$ cat src/rtl/spi_slave_rx_mode2.sv
// SPI mode-2 (CPOL=1, CPHA=0) receive-only slave.
// All SPI inputs are resynchronised into In_clk. MOSI is sampled on falling SCLK,
// MSB first, and each completed byte is presented with a one-cycle valid strobe.
module spi_slave_rx_mode2 #(
  parameter int unsigned SYNC_STAGES = 2
) (
  input  logic       In_clk,
  input  logic       In_rst_n,
  input  logic       In_spi_cs_n,
  input  logic       In_spi_sclk,
  input  logic       In_spi_mosi,
  output logic [7:0] Out_rx_data,
  output logic       Out_rx_valid,
  output logic       Out_rx_busy,
  output logic       Out_rx_err
);

  localparam int unsigned SW     = SYNC_STAGES;
  localparam int unsigned CNT_W  = 3;
  localparam int unsigned DATA_W = 8;

  typedef enum logic {
    ST_IDLE = 1'b0,
    ST_RECV = 1'b1
  } state_e;

  // Synchroniser chains and edge-detect history
  logic [SW-1:0] cs_sync_q, sclk_sync_q, mosi_sync_q;
  logic          cs_hist_q, sclk_hist_q;

  // Receiver state
  state_e              state_q, state_d;
  logic [CNT_W-1:0]    bit_cnt_q, bit_cnt_d;
  logic [DATA_W-1:0]   shift_q, shift_d;
  logic [DATA_W-1:0]   data_q, data_d;
  logic                valid_q, valid_d;
  logic                err_q, err_d;
  logic                busy_q, busy_d;
  // A frame is only entered after CS has genuinely been seen high since reset
  logic                post_rst_q, post_rst_d;
  logic                armed_q, armed_d;

  logic cs_s, sclk_s, mosi_s;
  logic cs_fall, cs_rise, sclk_fall;

  assign cs_s      = cs_sync_q[SW-1];
  assign sclk_s    = sclk_sync_q[SW-1];
  assign mosi_s    = mosi_sync_q[SW-1];
  assign cs_fall   = cs_hist_q & ~cs_s;
  assign cs_rise   = ~cs_hist_q & cs_s;
  assign sclk_fall = sclk_hist_q & ~sclk_s;

  // Input synchronisers, identical depth on all three lines to keep alignment
  always_ff @(posedge In_clk) begin
    if (!In_rst_n) begin
      cs_sync_q   <= '1;
      sclk_sync_q <= '1;
      mosi_sync_q <= '0;
      cs_hist_q   <= 1'b1;
      sclk_hist_q <= 1'b1;
    end else begin
      cs_sync_q   <= {cs_sync_q[SW-2:0], In_spi_cs_n};
      sclk_sync_q <= {sclk_sync_q[SW-2:0], In_spi_sclk};
      mosi_sync_q <= {mosi_sync_q[SW-2:0], In_spi_mosi};
      cs_hist_q   <= cs_s;
      sclk_hist_q <= sclk_s;
    end
  end

  // State and output registers
  always_ff @(posedge In_clk) begin
    if (!In_rst_n) begin
      state_q    <= ST_IDLE;
      bit_cnt_q  <= '0;
      shift_q    <= '0;
      data_q     <= '0;
      valid_q    <= 1'b0;
      err_q      <= 1'b0;
      busy_q     <= 1'b0;
      post_rst_q <= 1'b0;
      armed_q    <= 1'b0;
    end else begin
      state_q    <= state_d;
      bit_cnt_q  <= bit_cnt_d;
      shift_q    <= shift_d;
      data_q     <= data_d;
      valid_q    <= valid_d;
      err_q      <= err_d;
      busy_q     <= busy_d;
      post_rst_q <= post_rst_d;
      armed_q    <= armed_d;
    end
  end

  // Next-state: frame tracking, bit shifting, strobes; CS rise beats a coincident SCLK fall
  always_comb begin
    state_d    = state_q;
    bit_cnt_d  = bit_cnt_q;
    shift_d    = shift_q;
    data_d     = data_q;
    valid_d    = 1'b0;
    err_d      = 1'b0;
    busy_d     = ~cs_s;
    post_rst_d = 1'b1;
    // First stage holds a real CS sample only from the second post-reset cycle on
    armed_d    = armed_q | (post_rst_q & cs_sync_q[0]);

    case (state_q)
      ST_IDLE: begin
        if (cs_fall && armed_q) begin
          state_d   = ST_RECV;
          bit_cnt_d = '0;
          shift_d   = '0;
        end
      end
      ST_RECV: begin
        if (cs_rise) begin
          state_d   = ST_IDLE;
          err_d     = (bit_cnt_q != CNT_W'(0));
          bit_cnt_d = '0;
          shift_d   = '0;
        end else if (sclk_fall) begin
          shift_d   = {shift_q[DATA_W-2:0], mosi_s};
          bit_cnt_d = bit_cnt_q + CNT_W'(1);
          if (bit_cnt_q == CNT_W'(7)) begin
            data_d  = {shift_q[DATA_W-2:0], mosi_s};
            valid_d = 1'b1;
          end
        end
      end
      default: state_d = ST_IDLE;
    endcase
  end

  assign Out_rx_data  = data_q;
  assign Out_rx_valid = valid_q;
  assign Out_rx_err   = err_q;
  assign Out_rx_busy  = busy_q;

endmodule

$ cat config.mk
export PLATFORM = sky130hd
export DESIGN_NAME = spi_slave_rx_mode2
export DESIGN_NICKNAME = d
export VERILOG_FILES = /design/src/rtl/spi_slave_rx_mode2.sv
export SDC_FILE = /design/constraint.sdc
export NUM_CORES = 1
export LEC_CHECK = 0
export CORE_MARGIN = 8
export CORE_UTILIZATION = 28
export CTS_BUF_LIST = sky130_fd_sc_hd__clkbuf_4 sky130_fd_sc_hd__clkbuf_8
export CTS_CLUSTER_SIZE = 8
export DETAILED_ROUTE_END_ITERATION = 12
export DONT_BUFFER_PORTS = 1
export PLACE_DENSITY = 0.43
export SYNTH_ARGS = -nofsm -noshare
export SYNTH_HDL_FRONTEND = slang
export SYNTH_SLANG_ARGS = --single-unit
$ cat constraint.sdc
create_clock -name In_clk -period 1.6 [get_ports In_clk]
set_input_delay 0.16 -clock In_clk [delete_from_list [all_inputs] [get_ports In_clk]]
set_output_delay 0.16 -clock In_clk [all_outputs]
set_load 0.005 [all_outputs]
=== After elaboration in Yosys (flattened, before gate mapping) ===
Cells that the tools add are included.

* Add/sub/neg operators: 1
* Eq/ne operators: 3
* Mux-type cells: 13
* Bitwise operators: 12
* Reduce and logical (&&, ||, !) cells: 6

{| class="wikitable"
|+ Operators with widths
! operator !! count
|-
| 7-bit 2-to-1 mux || 3
|-
| 7-bit case mux with 2 select lines || 1
|-
| 3-bit 2-to-1 mux || 3
|-
| 1-bit inverter || 7
|-
| 3-bit case mux with 2 select lines || 1
|-
| 1-bit AND || 4
|-
| 1-bit 2-to-1 mux || 4
|-
| 4-bit AND reduction || 1
|-
| 4-bit OR reduction || 1
|-
| 3-bit by 1-bit adder with 3-bit output, second input constant || 1
|-
| 3-bit == test, second input constant || 1
|-
| 3-bit by 1-bit inequality test with 1-bit output, second input constant || 1
|-
| 3-bit AND reduction || 1
|-
| 3-bit nonzero test || 1
|-
| 2-bit inequality test, second input constant || 1
|-
| 1-bit case mux with 2 select lines || 1
|-
| 2-bit AND reduction || 1
|-
| 1-bit logical AND || 1
|-
| 1-bit bitwise OR || 1
|}

* Flip-flop bits (word level): 32
* Input bits: 5
* Output and inout port bits: 11
* Word-level logic and storage cells: 49

=== Logic depth before layout (Yosys ltp) ===
Gate-level depths: netlist of the first run.

* Depth after elaboration: 5
* Depth in mapped cells: 5
* Depth with buffers taken out: 4

=== Worst setup path before layout of the first run ===
OpenSTA, ideal clock, no wires.

* Kind: register to register
* Start point: register bit_cnt_q[0]
* End point: register data_q[0], in the netlist Out_rx_data[0]
* Library setup time: 0.072 ns
* Arrival time: 1.057 ns
* Data required time: 1.528 ns
* Slack: 0.472 ns
* Stages on the path, launching flop included: 6
* Path buffers: 1
* Period minus slack after synthesis: 1.128 ns
* Path through: dfxtp_1 > ha_1 > ha_1 > nand4_1 > buf_6 > mux2i_1

* Longest elaborated chain between the ends: 2

{| class="wikitable"
|+ Ends and longest elaborated chain
! what !! line !! source
|-
| start, declared || 33 || <nowiki>logic [CNT_W-1:0] bit_cnt_q, bit_cnt_d;</nowiki>
|-
| start signal, assigned || 84 || <nowiki>bit_cnt_q <= bit_cnt_d;</nowiki>
|-
| 3-bit == test || 125 || <nowiki>if (bit_cnt_q == CNT_W'(7)) begin</nowiki>
|-
| 4-bit AND reduction (no line) || n/a ||
|-
| end signal, assigned || 86 || <nowiki>data_q <= data_d;</nowiki>
|-
| end, declared || 35 || <nowiki>logic [DATA_W-1:0] data_q, data_d;</nowiki>
|}

Every way passes these cells.
A chain may end at the register's enable or synchronous reset.

=== Worst setup path in the final report of the first run ===
* Start point: register bit_cnt_q[0]
* End point: register data_q[3], in the netlist Out_rx_data[3]

The elaborated chain is that of the path after synthesis.

==> results of run 1 <==
through the flow:
stage	hold slack (ns)	total power (uW)	cell area [sq um]
finish	0.0149	1500	1340
CTS	0.00677	1530	1340
floorplan	0.188	864	1180
global placement	0.191	856	1210
detailed placement	0.190	856	1210
global route	0.0116	1570	1340
logic make-up after synthesis:
| kind of cell | Yosys count | synth area share, % |
|---|---|---|
| buffers and inverters | 11 | 5.52 |
| flip-flops | 32 | 54.4 |
| AO/OA/AOI/OAI | 13 | 9.55 |
| adder cells (fa/ha/maj) | 3 | 3.19 |
| AND/OR/NAND/NOR | 47 | 20.6 |
| multiplexers | 8 | 6.79 |
where the power goes:
part / total [uW] / internal (uW) / switching, uW
Clock: 656 / 382 / 274
Sequential: 817 / 810 / 7.18
Combinational: 31.0 / 18.1 / 12.9
Total: 1500 / 1210 / 294
Yosys cell counts:
master	instances	area (sq um)
sky130_fd_sc_hd__buf_6	2	22.5
sky130_fd_sc_hd__a21boi_2	1	11.3
sky130_fd_sc_hd__and4_1	1	8.76
sky130_fd_sc_hd__a21oi_1	1	5.00
sky130_fd_sc_hd__and2_1	2	12.5
sky130_fd_sc_hd__nand4bb_1	1	11.3
sky130_fd_sc_hd__dfxtp_1	32	641
sky130_fd_sc_hd__inv_1	4	15.0
sky130_fd_sc_hd__buf_2	4	20.0
sky130_fd_sc_hd__nand3_1	10	50.1
sky130_fd_sc_hd__ha_1	3	37.5
sky130_fd_sc_hd__a2bb2oi_1	1	8.76
sky130_fd_sc_hd__buf_4	1	7.51
sky130_fd_sc_hd__mux2i_1	8	80.1
sky130_fd_sc_hd__o2bb2ai_1	10	87.6
sky130_fd_sc_hd__nor2b_1	2	12.5
sky130_fd_sc_hd__nand2b_4	1	13.8
sky130_fd_sc_hd__nand2_1	18	67.6
sky130_fd_sc_hd__nand4_1	1	6.26
sky130_fd_sc_hd__nor2_1	3	11.3
sky130_fd_sc_hd__nor3_1	1	5.00
sky130_fd_sc_hd__nand2b_1	7	43.8
cell type report:
class | count | area (sq um)
inverters | 4 | 15.0
repair buffers | 6 | 55.1
well taps | 50 | 62.6
multi-input cells | 71 | 473
fillers | 432 | 2690
flip-flops and latches | 32 | 641
clock buffers | 7 | 96.3
flip-flops by register name, summed over array words and instances (netlist names), 2 cells and up:
signal	count
Out_rx_data	8
bit_cnt_q	3
cs_sync_q	2
mosi_sync_q	2
sclk_sync_q	2
shift_q	7
worst min path at each step:
stage / from / to / slack [ns] / depth (start not counted)
final: In_rst_n / Out_rx_err$_SDFF_PN0_ / 0.01 / 2
after global routing: In_rst_n / Out_rx_err$_SDFF_PN0_ / 0.01 / 2
after CTS: In_rst_n / Out_rx_err$_SDFF_PN0_ / 0.007 / 2
after detailed placement: In_rst_n / post_rst_q$_DFF_P_ / 0.19 / 0
after global placement: In_rst_n / post_rst_q$_DFF_P_ / 0.19 / 0
after floorplan: In_rst_n / post_rst_q$_DFF_P_ / 0.19 / 0
layer usage:
layer	GRT usage (%)	up-vias
li1	-	400
met1	7.89	363
met2	11.2	15
met3	3.97	8
met4	5.36	0
met5	0	-
placed cells by master (no fill, tap or decap):
master | Yosys | layout
sky130_fd_sc_hd__nand2b_4 | 1 | 1
sky130_fd_sc_hd__a2bb2oi_1 | 1 | 1
sky130_fd_sc_hd__nand2b_1 | 7 | 7
sky130_fd_sc_hd__nand4bb_1 | 1 | 1
sky130_fd_sc_hd__dlygate4sd3_1 | 0 | 4
sky130_fd_sc_hd__buf_4 | 1 | 2
sky130_fd_sc_hd__nand2_1 | 18 | 18
sky130_fd_sc_hd__dfxtp_1 | 32 | 32
sky130_fd_sc_hd__ha_1 | 3 | 3
sky130_fd_sc_hd__and2_1 | 2 | 2
sky130_fd_sc_hd__nand4_1 | 1 | 1
sky130_fd_sc_hd__clkbuf_8 | 0 | 7
sky130_fd_sc_hd__nor2b_1 | 2 | 2
sky130_fd_sc_hd__a21oi_1 | 1 | 1
sky130_fd_sc_hd__mux2i_1 | 8 | 8
sky130_fd_sc_hd__and4_1 | 1 | 1
sky130_fd_sc_hd__nand3_1 | 10 | 10
sky130_fd_sc_hd__a21boi_2 | 1 | 1
sky130_fd_sc_hd__nor2_1 | 3 | 3
sky130_fd_sc_hd__inv_1 | 4 | 4
sky130_fd_sc_hd__o2bb2ai_1 | 10 | 10
sky130_fd_sc_hd__nor3_1 | 1 | 1
timing repair:
item / 4_1_cts / 5_1_grt
gates resized for setup: 0 / 0
endpoints found under the hold margin: 9 / 0
hold buffers: 4 / 0
==> parameters.txt, run 1 <==
Parameter                              Value

Status
  Status    completed

Final layout
  Synth-to-Final Area Change    13.9%
  Diodes inserted    0
  Share of cells above drive strength 1    9.17%
  Utilization of the core after routing    33.3%
  NumNets Final    128
  Non-filler instance count after layout    170

Pwr
  Power per Cell Area    1120 mW/mm^2
  Lkg Pwr    0.000539 uW
  Worst-case vdd ir drop    0.492 mV

CTS
  TritonCTS clock tree    built
  Number of buffers created by CTS    5
  Clock latency on the worst-skew pair    0.28 ns
  Post-CTS Repair Setup Buffers    0
  Max H-tree Level    2
  Clock transition at path regs    0.06 ns
  Root buffer selected by CTS    sky130_fd_sc_hd__clkbuf_8
  Number of sinks on the clock net    32
  CTS max path bufs    2

Floorplanning
  Die Footprint    0.00654 sq mm
  Top-level port count    16
  Horizontal extent of the die    80.9 um
  Placeable core region    0.00403 sq mm
  Row Count    23
  Die outline height    80.9 um
  Starting density of the core    29.3%

Setup path
  Library cell contributing the largest single delay on the critical path    sky130_fd_sc_hd__dfxtp_1
  End point of the critical path    Out_rx_data[3]$_SDFFE_PN0P_
  Crit Path Class    reg2reg
  Sort of element at the start of the critical path    register
  Critical Path Sink Type    register
  Reg-to-reg slack, setup    0.35 ns
  Worst stage delay on the critical path    0.32 ns
  Critical path's most frequent cell    sky130_fd_sc_hd__ha_1
  Critical path buffers and inverters    1
  Reg-to-reg critical path startpoint    bit_cnt_q[0]$_SDFFE_PN0P_
  CP startpoint    bit_cnt_q[0]$_SDFFE_PN0P_
  Required time of the critical path    1.81 ns
  Largest fanout on the critical path    9
  Family of cells with the greatest summed delay on the critical path    adder cells
  CP arrival    1.46 ns
  Number of cells on the worst reg-to-reg path    5
  Worst reg2reg path endpoint    Out_rx_data[3]$_SDFFE_PN0P_
  Critical Path, Cell by Cell    ha_1 > ha_1 > nand4_1 > buf_4 > mux2i_1
  Stages on worst setup path    5

Timing
  Worst Setup Slack, final    0.346 ns
  Tightest Pin Transition    0.493 ns
  Portion of the clock cycle consumed by the worst path in the final layout    78.4%
  Total Neg Setup Slack    0 ns
  Relative slew slack    66.9%
  Final critical path time including I/O delays and setup    1.25 ns
  Pins over their slew limit    0
  Top achievable clock speed    797 MHz
  Worst setup skew after layout    0.00322 ns
  Final setup viols    0
  Setup repair after global routing missed its margin    no
  Number of failing hold endpoints at the final stage    0

Routing
  Number of design-rule violations left by the first detailed-router iteration    75
  Post-DR wirelength/cell    12.4 um
  Post-route DRC violation count    0
  Detail-routed via count per cell    4.62
  Number of search-and-repair iterations in the first detailed-routing pass    4
  Routed met3 length    145 um
  DR WL met2    885 um
  Via Count    786
  Top layer in use    met4
  Met1 layer wirelength in the final routing    1010 um
  Routed Wire Length    2110 um
  Antenna violation net count after detailed routing    0

Placement
  Worst slack at placement    0.354 ns
  Final weighted congestion of routability-driven global placement    0.739
  Port Buffers    0
  HPWL Detailed    1320 um
  Placed cells    159

Synthesis
  Synth Instances    114
  Cell variety after synth    22
  Proportion of synthesized chip area in sequential cells    54.4%
  Mean cell area of the mapped netlist    10.3 sq um
  Count of state elements after synthesis    32
  Post-Syn Area    0.00118 sq mm
  Number of nets in the synthesized netlist    122
  Number of warning messages in the yosys log    0

Global route
  Global-route total usage across every layer    7.47%
  Residual overflow from global routing    0
  Antenna violations before repair    0
  Global-route wire length before repair    3640 um
  Via count of the first global-routing pass    796
  Pin count of the biggest net entering global routing    31

Job
  Max Cap Viol    0

Hold path
  Min-Delay Path Class    in2reg
(Power assumes the default switching activity.)
==> inputs of run 2 (changes only) <==
--- a/config.mk
+++ b/config.mk
@@ -5,13 +5,14 @@
 export SDC_FILE = /design/constraint.sdc
 export NUM_CORES = 1
 export LEC_CHECK = 0
+export ABC_AREA = 1
 export CORE_MARGIN = 8
 export CORE_UTILIZATION = 28
 export CTS_BUF_LIST = sky130_fd_sc_hd__clkbuf_4 sky130_fd_sc_hd__clkbuf_8
 export CTS_CLUSTER_SIZE = 8
 export DETAILED_ROUTE_END_ITERATION = 12
 export DONT_BUFFER_PORTS = 1
-export PLACE_DENSITY = 0.43
+export PLACE_DENSITY = 0.45
 export SYNTH_ARGS = -nofsm -noshare
 export SYNTH_HDL_FRONTEND = slang
 export SYNTH_SLANG_ARGS = --single-unit
==> constraint.sdc (replaced) <==
create_clock -name In_clk -period 1.1 [get_ports In_clk]
set_input_delay 0.11 -clock In_clk [delete_from_list [all_inputs] [get_ports In_clk]]
set_output_delay 0.11 -clock In_clk [all_outputs]
set_load 0.005 [all_outputs]
==> parameters.txt, run 2 <==
Parameter                              Value

Setup path
  Library cell contributing the largest single delay on the critical path    sky130_fd_sc_hd__dfxtp_4
  Largest fanout on the critical path    6 (-3)
  Critical path's most frequent cell    sky130_fd_sc_hd__ha_4
  CP arrival    1.37 ns (-0.09 ns)
  Required time of the critical path    1.33 ns (-0.48 ns)
  Critical Path Sink Type    register
  Crit Path Class    reg2reg
  Sort of element at the start of the critical path    register
  Worst reg2reg path endpoint    Out_rx_data[1]$_SDFFE_PN0P_
  Worst stage delay on the critical path    0.37 ns (+0.05 ns)
  Reg-to-reg slack, setup    -0.04 ns (-0.39 ns)
  Number of cells on the worst reg-to-reg path    8 (+3)
  Critical Path, Cell by Cell    ha_4 > ha_4 > nand3_4 > nor2_8 > nand2_4 > inv_8 > nand2_2 > nand2_1
  Reg-to-reg critical path startpoint    bit_cnt_q[1]$_SDFFE_PN0P_

Synthesis
  Top-area cell type share of the netlist area    50.2% (-4.2 points)
  Cell variety after synth    21 (-4.5%)
  Number of warning messages in the yosys log    0 (unchanged)
  Mean cell area of the mapped netlist    8.45 sq um (-18%)
  Synth Instances    151 (+32%)
  Dominant cells by area after synthesis    sky130_fd_sc_hd__dfxtp_1, sky130_fd_sc_hd__nand3_1, sky130_fd_sc_hd__nand2_1
  Number of flops mapped to enable cells by yosys    0 (unchanged)
  Async SR Flop Fraction    0% (unchanged)
  Synth top cells by count    sky130_fd_sc_hd__dfxtp_1, sky130_fd_sc_hd__nand2_1, sky130_fd_sc_hd__nand3_1, sky130_fd_sc_hd__nor2_1, sky130_fd_sc_hd__inv_1
  Most frequently used cell type in the post-synthesis netlist    sky130_fd_sc_hd__dfxtp_1
  Cell type with the highest aggregate area in the netlist    sky130_fd_sc_hd__dfxtp_1
  Count of state elements after synthesis    32 (unchanged)
  Number of nets in the synthesized netlist    159 (+30%)
  Top_reg_cell synth    sky130_fd_sc_hd__dfxtp_1
  Post-Syn Area    0.00128 sq mm (+8.3%)
  Proportion of synthesized chip area in sequential cells    50.2% (-4.2 points)

Global route
  Global-route total usage across every layer    8.25% (+0.78 points)
  Residual overflow from global routing    0 (unchanged)
  Global-route wire length before repair    4660 um (+28%)
  Pin count of the biggest net entering global routing    26 (-16%)
  Antenna violations before repair    0 (unchanged)
  Via count of the first global-routing pass    947 (+19%)

Job
  Max Cap Viol    0 (unchanged)

Status
  Violated checks    hold timing, setup timing
  Status    finished, violations left

Floorplanning
  Die Footprint    0.00697 sq mm (+6.6%)
  Top-level port count    16 (unchanged)
  Placeable core region    0.00438 sq mm (+8.8%)
  Starting density of the core    29.1% (-0.15 points)
  Row Count    24 (+4.3%)
  Horizontal extent of the die    83.5 um (+3.3%)
  Die outline height    83.5 um (+3.3%)

Placement
  Final weighted congestion of routability-driven global placement    0.724 (-2.1%)
  HPWL Detailed    1780 um (+35%)
  Placed cells    203 (+28%)
  Port Buffers    0 (unchanged)
  Worst slack at placement    -0.0420 ns (-0.396 ns)
  Dpl cell area    0.00138 sq mm (+15%)

Routing
  Post-DR wirelength/cell    13.0 um (+4.6%)
  Routed Wire Length    2830 um (+34%)
  Number of search-and-repair iterations in the first detailed-routing pass    4 (unchanged)
  Detail-routed via count per cell    4.56 (-1.4%)
  Antenna violation net count after detailed routing    0 (unchanged)
  Number of design-rule violations left by the first detailed-router iteration    50 (-33%)
  Via Count    994 (+26%)
  Post-route DRC violation count    0 (unchanged)

Final layout
  Area used by multi-input combinational logic    642 sq um (+36%)
  Non-filler instance count after layout    218 (+28%)
  Synth-to-Final Area Change    29.5%
  Share of cells above drive strength 1    27.7% (+19 points)
  Filler cells    448 (+3.7%)
  Footprint of the flip-flops and latches    647 sq um (+0.98%)
  NumNets Final    173 (+35%)
  Largest register FFs    8 (unchanged)
  Leading cell type in the layout, fill and taps excluded    sky130_fd_sc_hd__dfxtp_1
  Commonest non-fill, non-tap cells in the layout    sky130_fd_sc_hd__dfxtp_1, sky130_fd_sc_hd__nand3_1, sky130_fd_sc_hd__nand2_1, sky130_fd_sc_hd__nor2_1, sky130_fd_sc_hd__inv_1
  Diodes inserted    0 (unchanged)
  Total non-filler cell area in the finished layout    0.00165 sq mm (+23%)

Timing
  Top achievable clock speed    873 MHz (+9.6%)
  Relative slew slack    82.1% (+15 points)
  Worst Setup Slack, final    -0.0449 ns (-0.391 ns)
  Number of failing hold endpoints at the final stage    20 (+20)
  Final setup viols    12 (+12)
  Worst hold slack    -0.141 ns (-0.156 ns)
  Tightest Pin Transition    0.267 ns (-0.226 ns)
  Pins over their slew limit    0 (unchanged)
  Final critical path time including I/O delays and setup    1.14 ns (-0.109 ns)
  Portion of the clock cycle consumed by the worst path in the final layout    104% (+26 points)
  Setup repair after global routing missed its margin    yes
  Worst setup skew after layout    0.00572 ns (+0.00250 ns)
  Total Neg Setup Slack    -0.279 ns (-0.279 ns)

CTS
  Post-CTS Repair Setup Buffers    0 (unchanged)
  Hold bufs inserted after CTS    4 (unchanged)
  Clock latency on the worst-skew pair    0.28 ns (about the same)
  Clock transition at path regs    0.07 ns (about the same)
  TritonCTS clock tree    built
  Root buffer selected by CTS    sky130_fd_sc_hd__clkbuf_8
  CTS max path bufs    2 (unchanged)
  Max H-tree Level    2 (unchanged)
  Number of sinks on the clock net    32 (unchanged)
  Number of buffers created by CTS    5 (unchanged)

Hold path
  Hold Path Sink    post_rst_q$_DFF_P_
  Start point of the worst min-delay path    In_rst_n
  Number of cells traversed by the worst hold path    0 (-2)
  Min-Delay Path Class    in2reg

Pwr
  Worst-case vdd ir drop    0.349 mV (-29%)
  Power per Cell Area    1500 mW/mm^2 (+34%)
  Final Total Pwr    2470 uW (+64%)
  Lkg Pwr    0.000706 uW (+31%)
run 2: cell types whose count changed in the layout (fill, tap and decap cells not counted), moves of 3 or more:
cell | previous run | this run
sky130_fd_sc_hd__or2_2 | 0 | 4
sky130_fd_sc_hd__o2bb2ai_1 | 10 | 0
sky130_fd_sc_hd__nor2_1 | 3 | 15
sky130_fd_sc_hd__nand2_2 | 0 | 5
sky130_fd_sc_hd__nand3_4 | 0 | 4
sky130_fd_sc_hd__mux2i_1 | 8 | 0
sky130_fd_sc_hd__a21oi_1 | 1 | 11
sky130_fd_sc_hd__nand2_4 | 0 | 4
sky130_fd_sc_hd__nand3_2 | 0 | 4
sky130_fd_sc_hd__dfxtp_1 | 32 | 29
sky130_fd_sc_hd__nand2b_1 | 7 | 0
sky130_fd_sc_hd__inv_1 | 4 | 13
sky130_fd_sc_hd__nand3_1 | 10 | 22
run 2: worst max path at each step:
stage / end / slack, ns / from
6_report: Out_rx_data[1]$_SDFFE_PN0P_ / -0.04 / bit_cnt_q[1]$_SDFFE_PN0P_
5_1_grt: Out_rx_data[6]$_SDFFE_PN0P_ / -0.10 / bit_cnt_q[0]$_SDFFE_PN0P_
4_1_cts: Out_rx_data[1]$_SDFFE_PN0P_ / -0.05 / bit_cnt_q[1]$_SDFFE_PN0P_
3_5_place_dp: Out_rx_data[7]$_SDFFE_PN0P_ / -0.04 / bit_cnt_q[1]$_SDFFE_PN0P_
3_3_place_gp: Out_rx_data[7]$_SDFFE_PN0P_ / -0.02 / bit_cnt_q[1]$_SDFFE_PN0P_
2_1_floorplan: Out_rx_data[7]$_SDFFE_PN0P_ / 0.02 / bit_cnt_q[1]$_SDFFE_PN0P_
run 2: cells by family (layout without fill, tap and decap cells):
group           after synthesis  in the layout  synth area share, %
simple gates                 80             82                 32.5
flops                        32             32                 50.2
buf+inv                      21             34                 8.43
compound gates               15             15                 5.88
fa+ha+maj                     3              3                 2.94
run 2: repair_timing:
| item | in CTS | in global routing |
|---|---|---|
| pin swaps | 1 | 1 |
| resized for setup | 7 | 12 |
| hold endpoints to repair | 26 | 21 |
| cloned | 1 | 2 |
| setup endpoints to repair | 10 | 18 |
run 2: where the power goes:
group	internal, uW	total (uW)	switching, uW	leakage, uW
logic	70.3	150	79.5	0.000390
clock network	669	1100	430	0.0000541
registers	1200	1220	28.6	0.000262
total	1940	2470	538	0.000706
run 2: metrics by stage:
| stage | utilization [%] | hold WS [ns] |
|---|---|---|
| 6_report | 37.7 | -0.141 |
| 5_1_grt | 37.7 | -0.159 |
| 4_1_cts | 35.7 | -0.150 |
| 3_5_place_dp | 31.5 | 0.141 |
| 3_3_place_gp | 31.5 | 0.141 |
| 2_1_floorplan | - | 0.138 |
run 2: critical path, delay by kind of cell, from the launching register on:
family	cells	cell delay, ns
simple gates	5	0.39
flops	1	0.37
fa+ha+maj	2	0.27
buf+inv	1	0.08
run 2: final cells by class:
class	count	area share, %
clock buffers	5	4.16
inverters	15	4.01
multi-input cells	100	38.8
flip-flops and latches	32	39.1
clock inverters	3	2.57
repair buffers	11	7.34
well taps	52	3.94
run 2: metal layers:
metal	up-vias	share of wire, %	GRT usage, %
met1	453	46	9.42
met5	-	0	0
met4	0	1.5	3.30
met2	21	46	12.7
met3	5	6.3	4.20
li1	515	-	-
==> inputs of run 3 (changes only) <==
--- a/config.mk
+++ b/config.mk
@@ -6,6 +6,7 @@
 export NUM_CORES = 1
 export LEC_CHECK = 0
 export ABC_AREA = 1
+export CORE_ASPECT_RATIO = 1.2
 export CORE_MARGIN = 8
 export CORE_UTILIZATION = 28
 export CTS_BUF_LIST = sky130_fd_sc_hd__clkbuf_4 sky130_fd_sc_hd__clkbuf_8
==> parameters.txt, run 3 (synthesized netlist as in run 2, its figures left out) <==
Parameter                              Value

CTS
  Number of buffers created by CTS    5 (unchanged)
  Clock latency on the worst-skew pair    0.28 ns (about the same)
  Root buffer selected by CTS    sky130_fd_sc_hd__clkbuf_8
  Hold bufs inserted after CTS    4 (unchanged)
  Clock transition at path regs    0.07 ns (about the same)
  Number of sinks on the clock net    32 (unchanged)
  CTS max path bufs    2 (unchanged)
  Max H-tree Level    2 (unchanged)
  TritonCTS clock tree    built

Placement
  Port Buffers    0 (unchanged)
  HPWL Detailed    1800 um (+0.97%)
  Dpl cell area    0.00138 sq mm (-0.54%)
  Final weighted congestion of routability-driven global placement    0.675 (-6.7%)

Setup path
  Critical Path Sink Type    register
  Required time of the critical path    1.27 ns (-0.06 ns)
  Worst reg2reg path endpoint    Out_rx_data[3]$_SDFFE_PN0P_
  Reg-to-reg slack, setup    -0.05 ns (about the same)
  Largest fanout on the critical path    6 (unchanged)
  Reg-to-reg critical path startpoint    bit_cnt_q[1]$_SDFFE_PN0P_
  Number of cells on the worst reg-to-reg path    8 (unchanged)
  CP arrival    1.32 ns (-0.05 ns)
  Crit Path Class    reg2reg
  Sort of element at the start of the critical path    register

Global route
  Pin count of the biggest net entering global routing    26 (unchanged)
  Antenna violations before repair    0 (unchanged)
  Residual overflow from global routing    0 (unchanged)
  Via count of the first global-routing pass    967 (+2.1%)
  Global-route wire length before repair    4750 um (+2.1%)
  Global-route total usage across every layer    8.47% (+0.21 points)

Pwr
  Combinational Power Share    6.8% (+0.7 points)
  Switching share of power    21.4% (-0.36 points)
  Internal power    1970 uW (+1.9%)
  Sequential power share    48.8% (-0.7 points)
  Lkg Pwr    0.000697 uW (-1.3%)
  Worst-case vdd ir drop    0.451 mV (+29%)
  Power per Cell Area    1480 mW/mm^2 (-1.1%)
  Net Sw Power    537 uW (-0.24%)
  Final Total Pwr    2510 uW (+1.4%)
  Portion of total power attributed to the clock network    44.4% (about the same)

Timing
  Pins over their slew limit    0 (unchanged)
  Worst setup skew after layout    0.00903 ns (+0.00331 ns)
  Final critical path time including I/O delays and setup    1.15 ns (+0.00481 ns)
  Portion of the clock cycle consumed by the worst path in the final layout    105% (+0.44 points)
  Worst hold slack    -0.147 ns (-0.00642 ns)
  Relative slew slack    85.8% (+3.7 points)
  Tightest Pin Transition    0.213 ns (-0.0545 ns)
  Final setup viols    8 (-4)
  Top achievable clock speed    870 MHz (-0.42%)
  Number of failing hold endpoints at the final stage    22 (+10%)
  Setup repair after global routing missed its margin    yes
  Worst Setup Slack, final    -0.0497 ns (-0.00481 ns)

Final layout
  Commonest non-fill, non-tap cells in the layout    sky130_fd_sc_hd__dfxtp_1, sky130_fd_sc_hd__nand2_1, sky130_fd_sc_hd__nand3_1, sky130_fd_sc_hd__nor2_1, sky130_fd_sc_hd__inv_1
  Leading cell type in the layout, fill and taps excluded    sky130_fd_sc_hd__dfxtp_1
  NumNets Final    173 (unchanged)
  Utilization of the core after routing    37.7% (about the same)
  Synth-to-Final Area Change    32.8%
  Diodes inserted    0 (unchanged)
  Share of cells above drive strength 1    30.1% (+2.4 points)
  Total non-filler cell area in the finished layout    0.00170 sq mm (+2.6%)
  Largest register FFs    8 (unchanged)

Hold path
  Start point of the worst min-delay path    In_rst_n
  Number of cells traversed by the worst hold path    0 (unchanged)
  Min-Delay Path Class    in2reg
  Hold Path Sink    post_rst_q$_DFF_P_

Status
  Status    finished, violations left
  Violated checks    hold timing, setup timing

Job
  Max Cap Viol    0 (unchanged)

Floorplanning
  Die Footprint    0.00698 sq mm (+0.13%)
  Die outline height    90.0 um (+7.7%)
  Starting density of the core    28.4% (-0.71 points)
  Horizontal extent of the die    77.6 um (-7.0%)
  Row Count    27 (+13%)
  Top-level port count    16 (unchanged)
  Placeable core region    0.00449 sq mm (+2.5%)

Routing
  Post-route DRC violation count    0 (unchanged)
  Number of design-rule violations left by the first detailed-router iteration    95 (+90%)
  Routed Wire Length    2950 um (+4.4%)
  Post-DR wirelength/cell    13.2 um (+1.6%)
  Detail-routed via count per cell    4.55 (-0.13%)
  Via Count    1020 (+2.6%)
  Number of search-and-repair iterations in the first detailed-routing pass    4 (unchanged)
  Antenna violation net count after detailed routing    0 (unchanged)
## run 3: worst max path at each step
stage,cells after the start,slack (ns),from,end
floorplan,7,0.02,bit_cnt_q[1]$_SDFFE_PN0P_,Out_rx_data[7]$_SDFFE_PN0P_
global placement,7,-0.02,bit_cnt_q[1]$_SDFFE_PN0P_,Out_rx_data[7]$_SDFFE_PN0P_
detailed placement,7,-0.04,bit_cnt_q[1]$_SDFFE_PN0P_,Out_rx_data[7]$_SDFFE_PN0P_
CTS,7,-0.04,bit_cnt_q[1]$_SDFFE_PN0P_,Out_rx_data[7]$_SDFFE_PN0P_
global route,8,-0.1,bit_cnt_q[1]$_SDFFE_PN0P_,Out_rx_data[3]$_SDFFE_PN0P_
finish,8,-0.05,bit_cnt_q[1]$_SDFFE_PN0P_,Out_rx_data[3]$_SDFFE_PN0P_
## run 3: power by group through the flow
stage	combinational [uW]	sequential [uW]	clock [uW]
final	170	1220	1110
after CTS	133	1220	1150
after global placement	112	1250	0
after global routing	191	1230	1200
after detailed placement	117	1250	0
after floorplan	108	1240	0
## run 3: per-stage QoR
step / setup WS (ns) / setup TNS (ns) / hold slack, ns / std cells
floorplan: 0.0170 / 0 / 0.138 / 151
global placement: -0.0235 / -0.104 / 0.140 / 207
detailed placement: -0.0435 / -0.275 / 0.139 / 207
CTS: -0.0410 / -0.388 / -0.160 / 220
global route: -0.0974 / -1.04 / -0.168 / 224
finish: -0.0497 / -0.276 / -0.147 / 224
## run 3: worst max-delay path, stage by stage, from the launching register on
cell and delay (ns):
sky130_fd_sc_hd__dfxtp_4 0.36, sky130_fd_sc_hd__ha_4 0.16, sky130_fd_sc_hd__ha_4 0.15, sky130_fd_sc_hd__nand3_4 0.07, sky130_fd_sc_hd__nor2_8 0.05, sky130_fd_sc_hd__nand2_4 0.08
sky130_fd_sc_hd__clkinv_4 0.07, sky130_fd_sc_hd__nand2_1 0.06, sky130_fd_sc_hd__nand2_1 0.04
## run 3: area by class of cell
class	instances	area, sq um
fillers	469	2800
flip-flops and latches	32	651
multi-input cells	100	668
well taps	58	72.6
inverters	15	63.8
clock inverters	2	35.0
repair buffers	11	129
clock buffers	6	76.3
## run 3: what timing repair did
| action | in CTS | in global routing |
|---|---|---|
| gates cloned | 1 | 2 |
| setup endpoints to repair | 14 | 19 |
| pin swaps | 1 | 5 |
| hold endpoints to repair | 26 | 22 |
| gates resized for setup | 2 | 25 |
| buffers inserted | 0 | 2 |
## run 3: per-layer routing
metal	vias to the layer above	GRT usage [%]	routed length (um)
met3	5	3.69	168
li1	515	-	-
met5	-	0	0
met2	19	13.8	1520
met1	481	9.18	1220
met4	0	3.79	41
